**config.mk**
```make
export PLATFORM = sky130hd
export DESIGN_NAME = alu_iter
export DESIGN_NICKNAME = d
export VERILOG_FILES = /design/src/rtl/alu_iter.sv
export SDC_FILE = /design/constraint.sdc
export NUM_CORES = 1
export LEC_CHECK = 0
export BUFFER_PORTS_ARGS = -buffer_cell sky130_fd_sc_hd__buf_4
export CORE_AREA = 2 2 122 124
export DETAILED_ROUTE_END_ITERATION = 16
export DIE_AREA = 0 0 124 126
export PLACE_DENSITY = 0.78
export SYNTH_ARGS = -nofsm -noshare
export SYNTH_HDL_FRONTEND = slang
export SYNTH_SLANG_ARGS = --single-unit
```
**constraint.sdc**
```tcl
create_clock -name clk -period 5.76 [get_ports clk]
set_input_delay 0.576 -clock clk [delete_from_list [all_inputs] [get_ports clk]]
set_output_delay 0.576 -clock clk [all_outputs]
set_load 0.05 [all_outputs]
```
**src/rtl/alu_iter.sv**
```systemverilog
// alu_iter: multi-cycle ALU with 8086-style flags. Logic and arithmetic ops
// complete in one cycle; shifts and rotates iterate one bit per cycle.
//
// state | meaning
// IDLE  | waiting for a request, in_ready high
// SHIFT | iterating a shift/rotate, one bit per cycle
// DONE  | result and flags valid, out_valid high for this cycle
module alu_iter #(
  parameter int WIDTH = 16
) (
  input  logic             clk,
  input  logic             rst_n,
  input  logic             in_valid,
  output logic             in_ready,
  input  logic [4:0]       op,
  input  logic             word,
  input  logic [WIDTH-1:0] a,
  input  logic [WIDTH-1:0] b,
  input  logic [4:0]       count,
  input  logic [5:0]       flags_in,
  output logic             out_valid,
  output logic [WIDTH-1:0] result,
  output logic [5:0]       flags_out
);

  localparam int H = WIDTH / 2;
  localparam logic [WIDTH-1:0] MASK_B = {{(WIDTH-H){1'b0}}, {H{1'b1}}};
  localparam logic [WIDTH-1:0] TOP_W  = {1'b1, {(WIDTH-1){1'b0}}};
  localparam logic [WIDTH-1:0] TOP_B  = {{(WIDTH-H){1'b0}}, 1'b1, {(H-1){1'b0}}};
  localparam logic [WIDTH-1:0] ONE    = {{(WIDTH-1){1'b0}}, 1'b1};

  localparam logic [4:0] OP_AND = 5'd0;
  localparam logic [4:0] OP_OR  = 5'd1;
  localparam logic [4:0] OP_XOR = 5'd2;
  localparam logic [4:0] OP_ADD = 5'd3;
  localparam logic [4:0] OP_ADC = 5'd4;
  localparam logic [4:0] OP_SUB = 5'd5;
  localparam logic [4:0] OP_SBB = 5'd6;
  localparam logic [4:0] OP_INC = 5'd7;
  localparam logic [4:0] OP_DEC = 5'd8;
  localparam logic [4:0] OP_NEG = 5'd9;
  localparam logic [4:0] OP_ROL = 5'd10;
  localparam logic [4:0] OP_ROR = 5'd11;
  localparam logic [4:0] OP_RCL = 5'd12;
  localparam logic [4:0] OP_RCR = 5'd13;
  localparam logic [4:0] OP_SHL = 5'd14;
  localparam logic [4:0] OP_SHR = 5'd15;
  localparam logic [4:0] OP_SAR = 5'd16;

  typedef enum logic [1:0] {IDLE, SHIFT, DONE} state_t;

  state_t state, state_nxt;

  // Iteration registers, loaded at acceptance of a shift/rotate
  logic [WIDTH-1:0] work;
  logic             carry;
  logic [4:0]       cnt;
  logic [4:0]       op_q;
  logic             word_q;
  logic [3:0]       pass_q;   // captured {SF,ZF,AF,PF}, passed through by rotates
  logic             a_msb_q;  // original sign bit, needed for SHR overflow

  logic             accept;
  logic             is_shift;

  logic [WIDTH-1:0] mask_in, a_m, b_m, x, y;
  logic             cy;
  logic [WIDTH:0]   sum, diff;
  logic [WIDTH-1:0] sum_res, diff_res, alu_res;
  logic [5:0]       alu_flags;
  logic             cf, of, af, upd;

  logic [WIDTH-1:0] mask_q, top_q, shl, shr, step_w;
  logic             msb_q, step_c, fin_msb, fin_msb2, fin_of;
  logic [5:0]       fin_flags;

  function automatic logic msb_of(input logic [WIDTH-1:0] v, input logic w);
    msb_of = w ? v[WIDTH-1] : v[H-1];
  endfunction

  assign accept   = in_valid && in_ready;
  assign is_shift = (op >= OP_ROL) && (op <= OP_SAR);

  // Single-cycle logic/arithmetic result and flags from the live inputs
  always_comb begin
    mask_in = word ? {WIDTH{1'b1}} : MASK_B;
    a_m     = a & mask_in;
    b_m     = b & mask_in;
    x       = a_m;
    y       = b_m;
    cy      = 1'b0;
    case (op)
      OP_ADC, OP_SBB: cy = flags_in[0];
      OP_INC, OP_DEC: y = ONE;
      OP_NEG: begin
        x = '0;
        y = a_m;
      end
      default: ;
    endcase
    sum      = {1'b0, x} + {1'b0, y} + {{WIDTH{1'b0}}, cy};
    diff     = {1'b0, x} - {1'b0, y} - {{WIDTH{1'b0}}, cy};
    sum_res  = sum[WIDTH-1:0] & mask_in;
    diff_res = diff[WIDTH-1:0] & mask_in;

    alu_res   = '0;
    alu_flags = flags_in;
    cf        = 1'b0;
    of        = 1'b0;
    af        = 1'b0;
    upd       = 1'b1;
    case (op)
      OP_AND: alu_res = a_m & b_m;
      OP_OR:  alu_res = a_m | b_m;
      OP_XOR: alu_res = a_m ^ b_m;
      OP_ADD, OP_ADC, OP_INC: begin
        alu_res = sum_res;
        cf = (op == OP_INC) ? flags_in[0] : (word ? sum[WIDTH] : sum[H]);
        af = x[4] ^ y[4] ^ sum_res[4];
        of = (msb_of(x, word) == msb_of(y, word)) &&
             (msb_of(sum_res, word) != msb_of(x, word));
      end
      OP_SUB, OP_SBB, OP_DEC, OP_NEG: begin
        alu_res = diff_res;
        cf = (op == OP_DEC) ? flags_in[0] : (word ? diff[WIDTH] : diff[H]);
        af = x[4] ^ y[4] ^ diff_res[4];
        of = (msb_of(x, word) != msb_of(y, word)) &&
             (msb_of(diff_res, word) != msb_of(x, word));
      end
      default: upd = 1'b0;
    endcase
    if (upd) begin
      alu_flags = {of, msb_of(alu_res, word), (alu_res == '0), af,
                   ~^alu_res[7:0], cf};
    end
  end

  // One-bit shift/rotate step and the flags of the state after that step
  always_comb begin
    mask_q = word_q ? {WIDTH{1'b1}} : MASK_B;
    top_q  = word_q ? TOP_W : TOP_B;
    msb_q  = msb_of(work, word_q);
    shl    = (work << 1) & mask_q;
    shr    = work >> 1;
    step_w = work;
    step_c = carry;
    case (op_q)
      OP_ROL: begin
        step_w = shl | {{(WIDTH-1){1'b0}}, msb_q};
        step_c = msb_q;
      end
      OP_ROR: begin
        step_w = shr | (work[0] ? top_q : '0);
        step_c = work[0];
      end
      OP_RCL: begin
        step_w = shl | {{(WIDTH-1){1'b0}}, carry};
        step_c = msb_q;
      end
      OP_RCR: begin
        step_w = shr | (carry ? top_q : '0);
        step_c = work[0];
      end
      OP_SHL: begin
        step_w = shl;
        step_c = msb_q;
      end
      OP_SHR: begin
        step_w = shr;
        step_c = work[0];
      end
      OP_SAR: begin
        step_w = shr | (msb_q ? top_q : '0);
        step_c = work[0];
      end
      default: ;
    endcase

    fin_msb  = msb_of(step_w, word_q);
    fin_msb2 = word_q ? step_w[WIDTH-2] : step_w[H-2];
    case (op_q)
      OP_ROL, OP_RCL, OP_SHL: fin_of = fin_msb ^ step_c;
      OP_ROR, OP_RCR:         fin_of = fin_msb ^ fin_msb2;
      OP_SHR:                 fin_of = a_msb_q;
      default:                fin_of = 1'b0;
    endcase
    if (op_q <= OP_RCR) begin
      fin_flags = {fin_of, pass_q, step_c};
    end else begin
      fin_flags = {fin_of, fin_msb, (step_w == '0), 1'b0, ~^step_w[7:0], step_c};
    end
  end

  // State register
  always_ff @(posedge clk or negedge rst_n) begin
    if (!rst_n) state <= IDLE;
    else        state <= state_nxt;
  end

  // Next state and handshake outputs
  always_comb begin
    state_nxt = state;
    in_ready  = 1'b0;
    out_valid = 1'b0;
    case (state)
      IDLE: begin
        in_ready = 1'b1;
        if (in_valid) begin
          state_nxt = (is_shift && (count != 5'd0)) ? SHIFT : DONE;
        end
      end
      SHIFT: if (cnt == 5'd1) state_nxt = DONE;
      DONE: begin
        out_valid = 1'b1;
        state_nxt = IDLE;
      end
      default: state_nxt = IDLE;
    endcase
  end

  // Operand capture, iteration and result registers
  always_ff @(posedge clk or negedge rst_n) begin
    if (!rst_n) begin
      work      <= '0;
      carry     <= 1'b0;
      cnt       <= '0;
      op_q      <= '0;
      word_q    <= 1'b0;
      pass_q    <= '0;
      a_msb_q   <= 1'b0;
      result    <= '0;
      flags_out <= '0;
    end else begin
      case (state)
        IDLE: if (accept) begin
          op_q    <= op;
          word_q  <= word;
          pass_q  <= flags_in[4:1];
          work    <= a_m;
          carry   <= flags_in[0];
          cnt     <= count;
          a_msb_q <= msb_of(a_m, word);
          if (!is_shift) begin
            result    <= alu_res;
            flags_out <= alu_flags;
          end else if (count == 5'd0) begin
            result    <= a_m;
            flags_out <= flags_in;
          end
        end
        SHIFT: begin
          work  <= step_w;
          carry <= step_c;
          cnt   <= cnt - 5'd1;
          if (cnt == 5'd1) begin
            result    <= step_w;
            flags_out <= fin_flags;
          end
        end
        default: ;
      endcase
    end
  end

endmodule
```
# ---- Word level (Yosys, flattened, before mapping)
# Cells that the tools add are included.
dict set report totals {
  register_bits 57
  inputBits 52
  out_inout_bits 24
}
dict set report op_classes {
  addsub 5
  n_lt_le_gt_ge 3
  eq_ne 27
  mux 54
  bitwise 18
  reduce_logical 26
}
# op n
set ops {}
lappend ops {{2-to-1 mux 16 bit} 12}
lappend ops {{case mux 16 bit (7 select lines)} 1}
lappend ops {{AND 16 bit} 6}
lappend ops {{case mux 16 bit (2 select lines)} 3}
lappend ops {{case mux 16 bit (5 select lines)} 1}
lappend ops {{bitwise OR 15 x 16 -> 16 bit} 3}
lappend ops {{equality test 5 x 4 -> 1 bit, second input constant} 8}
lappend ops {{zero test 16 bit} 2}
lappend ops {{bitwise OR 16 x 1 -> 16 bit} 2}
lappend ops {{2-to-1 mux 6 bit} 5}
lappend ops {{equality test 5 x 3 -> 1 bit, second input constant} 4}
lappend ops {{2-to-1 mux 1 bit} 18}
lappend ops {{adder 16 x 16 -> 17 bit} 1}
lappend ops {{adder 17 x 1 -> 17 bit} 1}
lappend ops {{subtractor 16 x 16 -> 17 bit} 1}
lappend ops {{subtractor 17 x 1 -> 17 bit} 1}
lappend ops {{bitwise OR 16 bit} 1}
lappend ops {{XNOR reduction 8 bit} 2}
lappend ops {{XOR 16 bit} 1}
lappend ops {{case mux 6 bit (2 select lines)} 1}
lappend ops {{equality test 5 x 1 -> 1 bit, second input constant} 2}
lappend ops {{equality test 5 x 2 -> 1 bit, second input constant} 2}
lappend ops {{zero test 5 bit} 2}
lappend ops {{2-to-1 mux 5 bit} 2}
lappend ops {{other kinds (27)} 51}

# ---- Longest topological paths before layout
# Gate-level depths: netlist (run 1).
dict set report logic_depth {
  word_depth 14
  mapped_depth 24
  mapped_depth_nobuf 22
}

# ---- Worst setup path after synthesis (run 1)
# OpenSTA, ideal clock, no wires.
dict set report synth_timing {
  path_kind {input to register}
  from {input port op[1]}
  to {register flags_out[3]}
  setup_ps 92
  t_arrival_ps 4904
  t_required_ps 5668
  setup_slack_ps 764
  path_stages 23
  n_path_buf 3
  path_cell_list {clkbuf_1 clkbuf_1 nor4b_1 o21ai_1 clkbuf_1 nand3_1 o21ai_0 ha_1 inv_1 ha_1 or3_1 a211oi_1 nor2_1 xor2_1 a22oi_1 nand2_1 inv_1 ha_1 nand4_1 nor2_1 nand4_1 or4_1 o31ai_2}
}
dict set report synth_between {
  elab_chain_len 12
  word_cells_on_any_way 36
}
# element line
set synth_lines {}
lappend synth_lines {{from (decl)} 15} ;# input logic [4:0] op,
lappend synth_lines {{equality test 5 x 3 -> 1 bit or equality test 5 x 4 -> 1 bit (tied branches)} {92, 112}}
lappend synth_lines {{OR reduction 2 bit} 92} ;# case (op)
lappend synth_lines {{case mux 16 bit (2 select lines)} 92}
lappend synth_lines {{subtractor 16 x 16 -> 17 bit or adder 16 x 16 -> 17 bit (tied branches)} {102, 101}}
lappend synth_lines {{subtractor 17 x 1 -> 17 bit or adder 17 x 1 -> 17 bit (tied branches)} {102, 101}}
lappend synth_lines {{AND 16 bit (on tied branches)} {104, 103}}
lappend synth_lines {{case mux 16 bit (5 select lines)} 112} ;# case (op)
lappend synth_lines {{zero test 16 bit} 133} ;# alu_flags = {of, msb_of(alu_res, word), (alu_res == '0), af,
lappend synth_lines {{2-to-1 mux 6 bit} 132} ;# if (upd) begin
lappend synth_lines {{2-to-1 mux 6 bit} 243} ;# if (!is_shift) begin
lappend synth_lines {{2-to-1 mux 6 bit} 235} ;# IDLE: if (accept) begin
lappend synth_lines {{case mux 6 bit (2 select lines)} 234} ;# case (state)
lappend synth_lines {{to (signal assigned)} 245} ;# flags_out <= alu_flags;
lappend synth_lines {{to (signal assigned)} 248} ;# flags_out <= flags_in;
lappend synth_lines {{to (signal assigned)} 257} ;# flags_out <= fin_flags;
lappend synth_lines {{to (decl)} 23} ;# output logic [5:0] flags_out
# Parallel ways exist; a longest one is shown, timed or not. The select of a mux whose other input is x is not followed.
# A chain may end at the register's enable or synchronous reset.

# ---- Final worst setup path (run 1)
# Same ends and word-level chain as after synthesis.

==> flow_metrics.env, run 1 <==
export IMPL_pin_count=76
export IMPL_dr_pass1_iters=8
export IMPL_yosysUniqueCellTypes=72
export IMPL_wirelength_um=21900
export IMPL_outcome="finished clean"
export IMPL_ant_nets=0
export IMPL_layout_drive_gt1_share_pct=12.5
export IMPL_synthTopCellsByCount="nand2_1, inv_1, ha_1, o21ai_0, nor2_1"
export IMPL_crit_path_end_kind="flip-flop"
export IMPL_p_per_area_nw_per_um2=415
export IMPL_finalCriticalPeriod_ns=4.95
export IMPL_wl_met3_um=1610
export IMPL_synth_seq_area_share_pct=20.2
export IMPL_synthCells=933
export IMPL_holdWs_ns=0.306
export IMPL_grt_max_degree=58
export IMPL_synth_area_leaders="dfrtp_1, ha_1, nand2_1"
export IMPL_design_area_um2=8080
export IMPL_core_region_area_um2=14300
export IMPL_regToRegSetupSlack_ns=1.38
export IMPL_postCtsSetupRepairBufs=0
export IMPL_netlist_area_um2=7050
export IMPL_h_tree_depth=3
export IMPL_power_switching_w=0.00166
export IMPL_cts_resized=0
export IMPL_first_iter_violations=1032
export IMPL_drv_cap=0
export IMPL_portBuffers=75
export IMPL_vdd_drop_max_mv=0.206
export IMPL_maxSlewHeadroom_pct=28.5
export IMPL_overflow=0
export IMPL_grt_pass1_vias=6760
export IMPL_die_area_um2=15600
export IMPL_wl_met2_um=10400
export IMPL_remaining_drc_errors=0
export IMPL_routedWlPerCell_um=18.6
export IMPL_initial_utilization_pct=49.2
export IMPL_synth_seq_cells=57
export IMPL_placed_cell_area_um2=7780
export IMPL_max_stage_delay_ns=0.49
export IMPL_max_freq_mhz=202
export IMPL_fp_row_count=44
export IMPL_synthArstFlopShare_pct=100
export IMPL_worstPathArrival_ns=5.20
export IMPL_numCtsBuffers=9
export IMPL_pwr_share_clk_pct=16.0
export IMPL_path_class="in -> reg"
export IMPL_power_leakage_nw=3.95
export IMPL_rsz0062_at_grt="false"
export IMPL_yosysWarnings=0
export IMPL_r2r_end="flags_out[3]$_DFFE_PN0P_"
export IMPL_wl_met1_um=9180
export IMPL_startpoint_type="input port"
export IMPL_viasPerCell=6.25
export IMPL_cts_hold_buffers=0
export IMPL_clk_pin_slew_ns=0.05
export IMPL_top_layer="met4"
export IMPL_place_congestion=1.01
export IMPL_required_ns=6.01
export IMPL_n_antenna_cell=0
export IMPL_cp_max_fo=13
export IMPL_yosysMostFrequentCell="nand2_1"
export IMPL_cts_sinks=57
export IMPL_skew_ns=0.00673
export IMPL_grt_total_usage_pct=28.3
export IMPL_cp_cell_sequence="buf_4 -> nor4bb_1 -> nand2_1 -> buf_4 -> nand3_1 -> o21ai_0 -> ha_1 -> inv_1 -> ha_1 -> nand4_1 -> a21oi_1 -> a211oi_1 -> nor2_1 -> xor2_1 -> a22oi_1 -> nand2_1 -> inv_1 -> ha_1 -> nand4_1 -> nor2_1 -> nand4_1 -> or4_1 -> o31ai_2"
export IMPL_antenna_found_initial=0
export IMPL_reg2regPathDepth=13
export IMPL_worst_slew_pin_slew_ns=1.06
export IMPL_die_x_um=124
export IMPL_hold_class="in -> async"
export IMPL_synth_nets=1074
export IMPL_dp_final_hpwl_um=17200
export IMPL_slew_violations=0
export IMPL_grt_pass1_wl_um=34600
export IMPL_clk_path_buf_depth=2
export IMPL_synth_top_area_share_pct=20.2
export IMPL_switching_share_pct=49.5
export IMPL_fp_dieH_um=126
export IMPL_ys_flop_type="dfrtp_1"
export IMPL_crit_slowest_cell="or4_1"
export IMPL_pwr_share_seq_pct=23.0
export IMPL_hold_viol_final=0
export IMPL_vias=7364
export IMPL_syn2layout_area_growth_pct=14.6
export IMPL_nNetsFinal=1130
export IMPL_setup_viol=0
export IMPL_fin_tns_setup_ns=0
export IMPL_intPower_w=0.00169
export IMPL_cts_root_buffer="clkbuf_16"
export IMPL_synth_top_cell_by_area="dfrtp_1"
export IMPL_syn_area_per_cell_um2=7.55
export IMPL_timing_rr_start="op_q[1]$_DFFE_PN0P_"
export IMPL_synth_edff_count=0
export IMPL_clkLatencyLatePin_ns=0.34
export IMPL_cts_tree="yes"
export IMPL_fin_crit_sh_pct=86.0
export IMPL_comb_power_share_pct=61.1
metal layers:
metal	vias up	track usage, %
li1	3472	-
met1	3472	37.9
met2	365	45.9
met3	55	3.13
met4	0	12.4
met5	-	0
critical path: cells and delay by family:
kind,cells,cell delay (ns)
AO/OA/AOI/OAI,5,1.11
AND/OR/NAND/NOR,10,1.88
adder cells (fa/ha/maj),3,0.86
XOR/XNOR,1,0.18
buffers and inverters,4,0.59
power by group through the flow:
stage	clock network [W]	logic [W]	registers, W
after floorplan	0	0.00130	0.000926
after global placement	0	0.00199	0.000759
after detailed placement	0	0.00201	0.000765
after CTS	0.000536	0.00202	0.000762
after global routing	0.000556	0.00222	0.000793
final	0.000534	0.00205	0.000769
per-stage QoR:
step	utilization, %	std cells	setup slack, ns	power (W)
floorplan	-	933	0.764	0.00222
global route	56.4	1178	0.411	0.00357
detailed placement	54.3	1162	0.547	0.00278
CTS	56.4	1178	0.883	0.00332
global placement	54.3	1162	0.697	0.00275
finish	56.4	1178	0.806	0.00335
sequential cells by signal, summed over array words and instances (netlist names):
name	count
flags_out	6
cnt	5
word_q	1
carry	1
state	2
a_msb_q	1
pass_q	4
work	16
result	16
op_q	5
worst max path at each step:
| stage | start | end | slack (ns) |
|---|---|---|---|
| global route | op[1] | flags_out[3]$_DFFE_PN0P_ | 0.41 |
| finish | op[1] | flags_out[3]$_DFFE_PN0P_ | 0.81 |
| CTS | op[1] | flags_out[3]$_DFFE_PN0P_ | 0.88 |
| global placement | op[1] | flags_out[3]$_DFFE_PN0P_ | 0.70 |
| floorplan | op[1] | flags_out[3]$_DFFE_PN0P_ | 0.76 |
| detailed placement | op[1] | flags_out[3]$_DFFE_PN0P_ | 0.55 |
layout by cell type (no fill, tap or decap), types with 8 or more instances in the layout:
cell / synthesis / final
clkbuf_16: 0 / 9
nand3_1: 21 / 21
ha_1: 85 / 85
xor2_1: 10 / 10
a211oi_1: 10 / 10
xnor2_1: 23 / 23
nor3b_1: 9 / 9
mux2i_1: 25 / 25
buf_4: 0 / 91
o22ai_1: 22 / 22
a21o_1: 11 / 11
dfrtp_1: 57 / 57
nand2b_1: 14 / 14
nand2_1: 123 / 123
a22o_1: 14 / 14
o21ai_1: 9 / 9
o21ai_0: 66 / 66
o211ai_1: 8 / 8
a22oi_1: 14 / 14
nand4_1: 8 / 8
a221oi_1: 9 / 9
a21oi_1: 56 / 56
nor2_1: 58 / 58
o22a_1: 8 / 8
inv_1: 97 / 97
o31ai_1: 8 / 8
cell families after synthesis:
logic type,share of synthesized area [%]
buf+inv,7.74
simple gates,19.6
flops,20.2
xor+xnor,4.10
mux,4.67
compound gates,27.4
fa+ha+maj,16.2
area by class of cell:
cell class,instances,area (um^2)
flip-flops and latches,57,1430
inverters,97,364
clock inverters,5,55.1
fillers,1387,6240
well taps,184,230
clock buffers,11,243
repair buffers,91,683
multi-input cells,733,5070
(Power assumes the default switching activity.)
==> run 2: changes to the inputs <==
- PLACE_DENSITY: 0.78 -> 0.74
==> run 2 against run 1 <==
Effect of this change:
- sequential share of layout area hardly changed
- non-clock buffer count down 1
- register-to-register slack worse by 0.14 ns
- combinational power about the same
- via count is 0.96% lower
- die area unchanged
- count of clock-buffer cells in the layout down 2
- design area up 0.19%
- sequential power barely moved
- global-route usage grew 0.31 points
- critical endpoint unchanged
- largest cell class unchanged
==> flow_metrics.env, run 2 (synthesis gave the netlist of run 1 again) <==
export IMPL_setup_viol=0
export IMPL_fp_dieH_um=126
export IMPL_h_tree_depth=3
export IMPL_finalPower_w=0.00340
export IMPL_layout_drive_gt1_share_pct=12.5
export IMPL_clk_pin_slew_ns=0.05
export IMPL_final_common_cell="nand2_1"
export IMPL_wirelength_um=22200
export IMPL_crit_path_end_kind="flip-flop"
export IMPL_path_class="in -> reg"
export IMPL_finalNonFillerCells=1177
export IMPL_die_x_um=124
export IMPL_multi_input_area_um2=5070
export IMPL_layout_common_cells="nand2_1, inv_1, buf_4, ha_1, o21ai_0"
export IMPL_drv_cap=0
export IMPL_fillers=1379
export IMPL_worst_slew_pin_slew_ns=1.11
export IMPL_grt_pass1_wl_um=35100
export IMPL_grt_max_degree=58
export IMPL_overflow=0
export IMPL_slew_violations=0
export IMPL_remaining_drc_errors=0
export IMPL_nNetsFinal=1129
export IMPL_hold_viol_final=0
export IMPL_cp_max_fo=26
export IMPL_die_area_um2=15600
export IMPL_cts_resized=0
export IMPL_dp_final_hpwl_um=17300
export IMPL_initial_utilization_pct=49.2
export IMPL_reg_largest_list="result (16), work (16), flags_out (6)"
export IMPL_required_ns=6.01
export IMPL_power_leakage_nw=3.96
export IMPL_hold_class="in -> async"
export IMPL_viasPerCell=6.20
export IMPL_pin_count=76
export IMPL_core_region_area_um2=14300
export IMPL_rsz0062_at_grt="false"
export IMPL_worstPathArrival_ns=5.20
export IMPL_grt_pass1_vias=6709
export IMPL_fp_row_count=44
export IMPL_placed_cells=1161
export IMPL_ant_nets=0
export IMPL_syn2layout_area_growth_pct=14.8
export IMPL_numCtsBuffers=9
export IMPL_vdd_drop_max_mv=0.237
export IMPL_clkLatencyLatePin_ns=0.34
export IMPL_r2r_end="flags_out[3]$_DFFE_PN0P_"
export IMPL_timing_rr_start="op_q[1]$_DFFE_PN0P_"
export IMPL_skew_ns=0.00542
export IMPL_regArea_um2=1430
export IMPL_fin_tns_setup_ns=0
export IMPL_cts_root_buffer="clkbuf_16"
export IMPL_cts_sinks=57
export IMPL_antenna_found_initial=0
export IMPL_maxSlewHeadroom_pct=25.1
export IMPL_reg2regPathDepth=12
export IMPL_fin_crit_sh_pct=85.9
export IMPL_dr_pass1_iters=6
export IMPL_portBuffers=75
export IMPL_routedWlPerCell_um=18.8
export IMPL_p_per_area_nw_per_um2=420
export IMPL_cts_tree="yes"
export IMPL_first_iter_violations=1083
export IMPL_n_antenna_cell=0
export IMPL_grt_total_usage_pct=28.7
export IMPL_vias=7293
export IMPL_holdWs_ns=0.273
export IMPL_place_congestion=0.956
export IMPL_startpoint_type="input port"
export IMPL_clk_path_buf_depth=2
export IMPL_max_freq_mhz=202
export IMPL_finalCriticalPeriod_ns=4.95
export IMPL_regToRegSetupSlack_ns=1.24
export IMPL_cts_hold_buffers=0
export IMPL_postCtsSetupRepairBufs=0
export IMPL_outcome="finished clean"
## run 2: cell types whose count changed in the layout (fill, tap and decap cells not counted), sizes merged
cell and change:
clkbuf -2, clkinv +2, buf -1, bufinv +1
clkinvlp -1
## run 2: stage by stage
| stage | area [um^2] | worst slack [ns] | util [%] |
|---|---|---|---|
| after detailed placement | 7770 | 0.587 | 54.3 |
| after floorplan | 7050 | 0.764 | - |
| final | 8090 | 0.815 | 56.5 |
| after global routing | 8090 | 0.454 | 56.5 |
| after CTS | 8090 | 0.925 | 56.5 |
| after global placement | 7770 | 0.668 | 54.3 |
## run 2: worst max-delay path by stage
| stage | to | from | depth (start not counted) |
|---|---|---|---|
| floorplan | flags_out[3]$_DFFE_PN0P_ | op[1] | 23 |
| global placement | flags_out[3]$_DFFE_PN0P_ | op[0] | 22 |
| detailed placement | flags_out[3]$_DFFE_PN0P_ | op[0] | 22 |
| CTS | flags_out[3]$_DFFE_PN0P_ | op[0] | 22 |
| global route | flags_out[3]$_DFFE_PN0P_ | op[0] | 22 |
| finish | flags_out[3]$_DFFE_PN0P_ | op[0] | 22 |
## run 2: area by class of cell
type / count / share of cell area (%)
Clock buffer: 9 / 2.78
Clock inverter: 7 / 1.18
Inverter: 97 / 4.50
Multi-Input combinational cell: 733 / 62.7
Sequential cell: 57 / 17.6
Tap cell: 184 / 2.85
Timing Repair Buffer: 90 / 8.35
## run 2: critical path, cell delays in order
cell and delay (ns):
buf_4 0.27, nor4bb_1 0.43, nand2_1 0.16, buf_4 0.21, nand3_1 0.08, o21ai_0 0.13, ha_1 0.34, inv_1 0.10
ha_1 0.23, or3_1 0.37, a211oi_1 0.32, nor2_1 0.13, xor2_1 0.17, a22oi_1 0.29, nand2_1 0.13, inv_1 0.07
ha_1 0.14, nand4_1 0.10, nor2_1 0.11, nand4_1 0.10, or4_1 0.50, o31ai_2 0.21
## run 2: report_power, final
part / switching, W / internal (W) / leakage (nW)
combinational: 0.00129 / 0.000766 / 3.10
sequential: 0.000187 / 0.000580 / 0.703
clock: 0.000198 / 0.000378 / 0.155
total: 0.00167 / 0.00172 / 3.96
## run 2: layer usage
layer	track usage [%]	vias to the layer above	wire, um
li1	-	3473	-
met3	3.58	52	1620
met4	10.9	0	729
met2	45.0	316	10100
met5	0	-	0
met1	40.0	3452	9710
==> run 3: changes to the inputs <==
- CORE_AREA: 2 2 122 124 -> 2 2 129 131
- DIE_AREA: 0 0 124 126 -> 0 0 131 133
- PLACE_DENSITY: 0.74 -> 0.68
==> run 3 against run 2 <==
Effect of this change:
- register-to-register slack better by 0.07 ns
- largest power group unchanged
- setup slack got worse by 0.19 ns
- sequential power is essentially flat
- die area grew 12%
- critical path depth unchanged
- clock skew grew 0.0017 ns
- sequential share of layout area shrank 0.19 points
- highest routed layer unchanged
- critical path type unchanged
- flip-flop and latch count did not move
- power is 1.4% higher
- design area increased by 1.1%
- hold slack gained 0.030 ns
- fmax decreased by 3.7%
==> flow_metrics.env, run 3 (synthesis gave the netlist of run 1 again) <==
export IMPL_postCtsSetupRepairBufs=0
export IMPL_max_stage_delay_ns=0.51
export IMPL_layout_drive_gt1_share_pct=12.9
export IMPL_fin_crit_sh_pct=89.2
export IMPL_fin_tns_setup_ns=0
export IMPL_worstPathArrival_ns=5.38
export IMPL_dpl_worst_slack_ns=0.368
export IMPL_maxSlewHeadroom_pct=17.8
export IMPL_drv_cap=0
export IMPL_setup_ws_ns=0.623
export IMPL_ant_nets=0
export IMPL_cts_sinks=57
export IMPL_antenna_found_initial=0
export IMPL_n_antenna_cell=0
export IMPL_dp_final_hpwl_um=18400
export IMPL_path_class="in -> reg"
export IMPL_core_region_area_um2=16200
export IMPL_crit_path_frequent_cell="ha_1"
export IMPL_outcome="finished clean"
export IMPL_setup_viol=0
export IMPL_layout_common_cells="nand2_1, inv_1, buf_4, ha_1, o21ai_0"
export IMPL_hold_class="in -> async"
export IMPL_crit_path_end_kind="flip-flop"
export IMPL_place_congestion=0.968
export IMPL_cp_max_fo=17
export IMPL_slew_violations=0
export IMPL_cts_hold_buffers=0
export IMPL_clkLatencyLatePin_ns=0.33
export IMPL_first_iter_violations=737
export IMPL_grt_pass1_wl_um=36700
export IMPL_overflow=0
export IMPL_fp_row_count=47
export IMPL_cts_resized=0
export IMPL_grt_pass1_vias=6858
export IMPL_skew_ns=0.00708
export IMPL_cp_cell_sequence="buf_4 -> nor4bb_1 -> nand2_1 -> nand3_1 -> o21ai_0 -> ha_1 -> inv_1 -> ha_1 -> or3_1 -> a211oi_1 -> buf_4 -> nor2_1 -> xor2_1 -> a22oi_1 -> nand2_1 -> inv_1 -> ha_1 -> nand4_1 -> nor2_1 -> nand4_1 -> or4_1 -> o31ai_2"
export IMPL_max_freq_mhz=195
export IMPL_die_x_um=131
export IMPL_vias=7289
export IMPL_pin_count=76
export IMPL_syn2layout_area_growth_pct=16.1
export IMPL_startpoint_type="input port"
export IMPL_clk_pin_slew_ns=0.05
export IMPL_fp_dieH_um=133
export IMPL_reg2regPathDepth=12
export IMPL_met3_usage_pct=3.32
export IMPL_viasPerCell=5.99
export IMPL_met2_usage_pct=43.0
export IMPL_final_common_cell="nand2_1"
export IMPL_required_ns=6.01
export IMPL_grtUsageMet1_pct=36.7
export IMPL_cts_root_buffer="clkbuf_16"
export IMPL_dr_pass1_iters=8
export IMPL_die_area_um2=17400
export IMPL_remaining_drc_errors=0
export IMPL_hold_viol_final=0
export IMPL_portBuffers=75
export IMPL_finalCriticalPeriod_ns=5.14
export IMPL_crit_slowest_cell="nor4bb_1"
export IMPL_grt_busiest_layer="met2"
export IMPL_nNetsFinal=1133
export IMPL_vdd_drop_max_mv=0.213
export IMPL_grt_total_usage_pct=27.1
export IMPL_h_tree_depth=3
export IMPL_routedWlPerCell_um=19.3
export IMPL_p_per_area_nw_per_um2=421
export IMPL_power_leakage_nw=3.99
export IMPL_numCtsBuffers=9
export IMPL_clk_path_buf_depth=2
export IMPL_cts_tree="yes"
export IMPL_wirelength_um=23500
export IMPL_reg_largest_list="result (16), work (16), flags_out (6)"
export IMPL_rsz0062_at_grt="false"
export IMPL_initial_utilization_pct=43.6
export IMPL_grt_max_degree=58
export IMPL_worst_slew_pin_slew_ns=1.22
run 3: cell types whose count changed in the layout (fill, tap and decap cells not counted):
cell,previous run,this run
buf_4,90,94
clkbuf_8,0,2
o21ai_1,10,9
o21ai_0,65,66
nor2_1,58,57
clkinv_4,2,0
nor2_2,0,1
run 3: worst paths after layout:
check	start	end	slack (ns)
max	op[3]	flags_out[3]$_DFFE_PN0P_	0.62
min	rst_n	cnt[2]$_DFFE_PN0P_	0.30
max reg2reg	op_q[1]$_DFFE_PN0P_	flags_out[3]$_DFFE_PN0P_	1.31
min reg2reg	result[5]$_DFFE_PN0P_	result[5]$_DFFE_PN0P_	0.48
max in group asynchronous	rst_n	state[1]$_DFFE_PN0P_	4.92
min in group clk	result[5]$_DFFE_PN0P_	result[5]$_DFFE_PN0P_	0.48
run 3: stage by stage:
stage	hold WS [ns]	power, W	instances	area, um^2	utilization [%]
after CTS	0.343	0.00342	1217	8180	50.6
after global routing	0.379	0.00366	1217	8180	50.6
after floorplan	0.280	0.00222	933	7050	-
after detailed placement	0.473	0.00282	1201	7850	48.5
final	0.302	0.00344	1217	8180	50.6
after global placement	0.465	0.00281	1201	7850	48.5
run 3: critical path: cells and delay by family:
kind | cells | cell delay (ns)
simple gates | 10 | 2.46
buf+inv | 4 | 0.49
compound gates | 4 | 0.93
xor+xnor | 1 | 0.17
fa+ha+maj | 3 | 0.76
run 3: per-layer routing:
layer | routed length, um | up-vias
met3 | 1380 | 54
met5 | 0 | -
met1 | 10300 | 3495
met2 | 10900 | 267
met4 | 926 | 0
li1 | - | 3473
run 3: area by class of cell:
| cell class | count | area [um^2] |
|---|---|---|
| Timing Repair Buffer | 94 | 706 |
| Sequential cell | 57 | 1430 |
| Multi-Input combinational cell | 733 | 5080 |
| Clock inverter | 5 | 77.6 |
| Clock buffer | 11 | 253 |
| Inverter | 97 | 364 |
| Fill cell | 1622 | 7990 |
| Tap cell | 220 | 275 |
run 3: where the power goes:
part           switching, W  internal [W]  total (W)
combinational       0.00131      0.000780    0.00209
clock              0.000191      0.000400   0.000591
sequential         0.000188      0.000580   0.000767
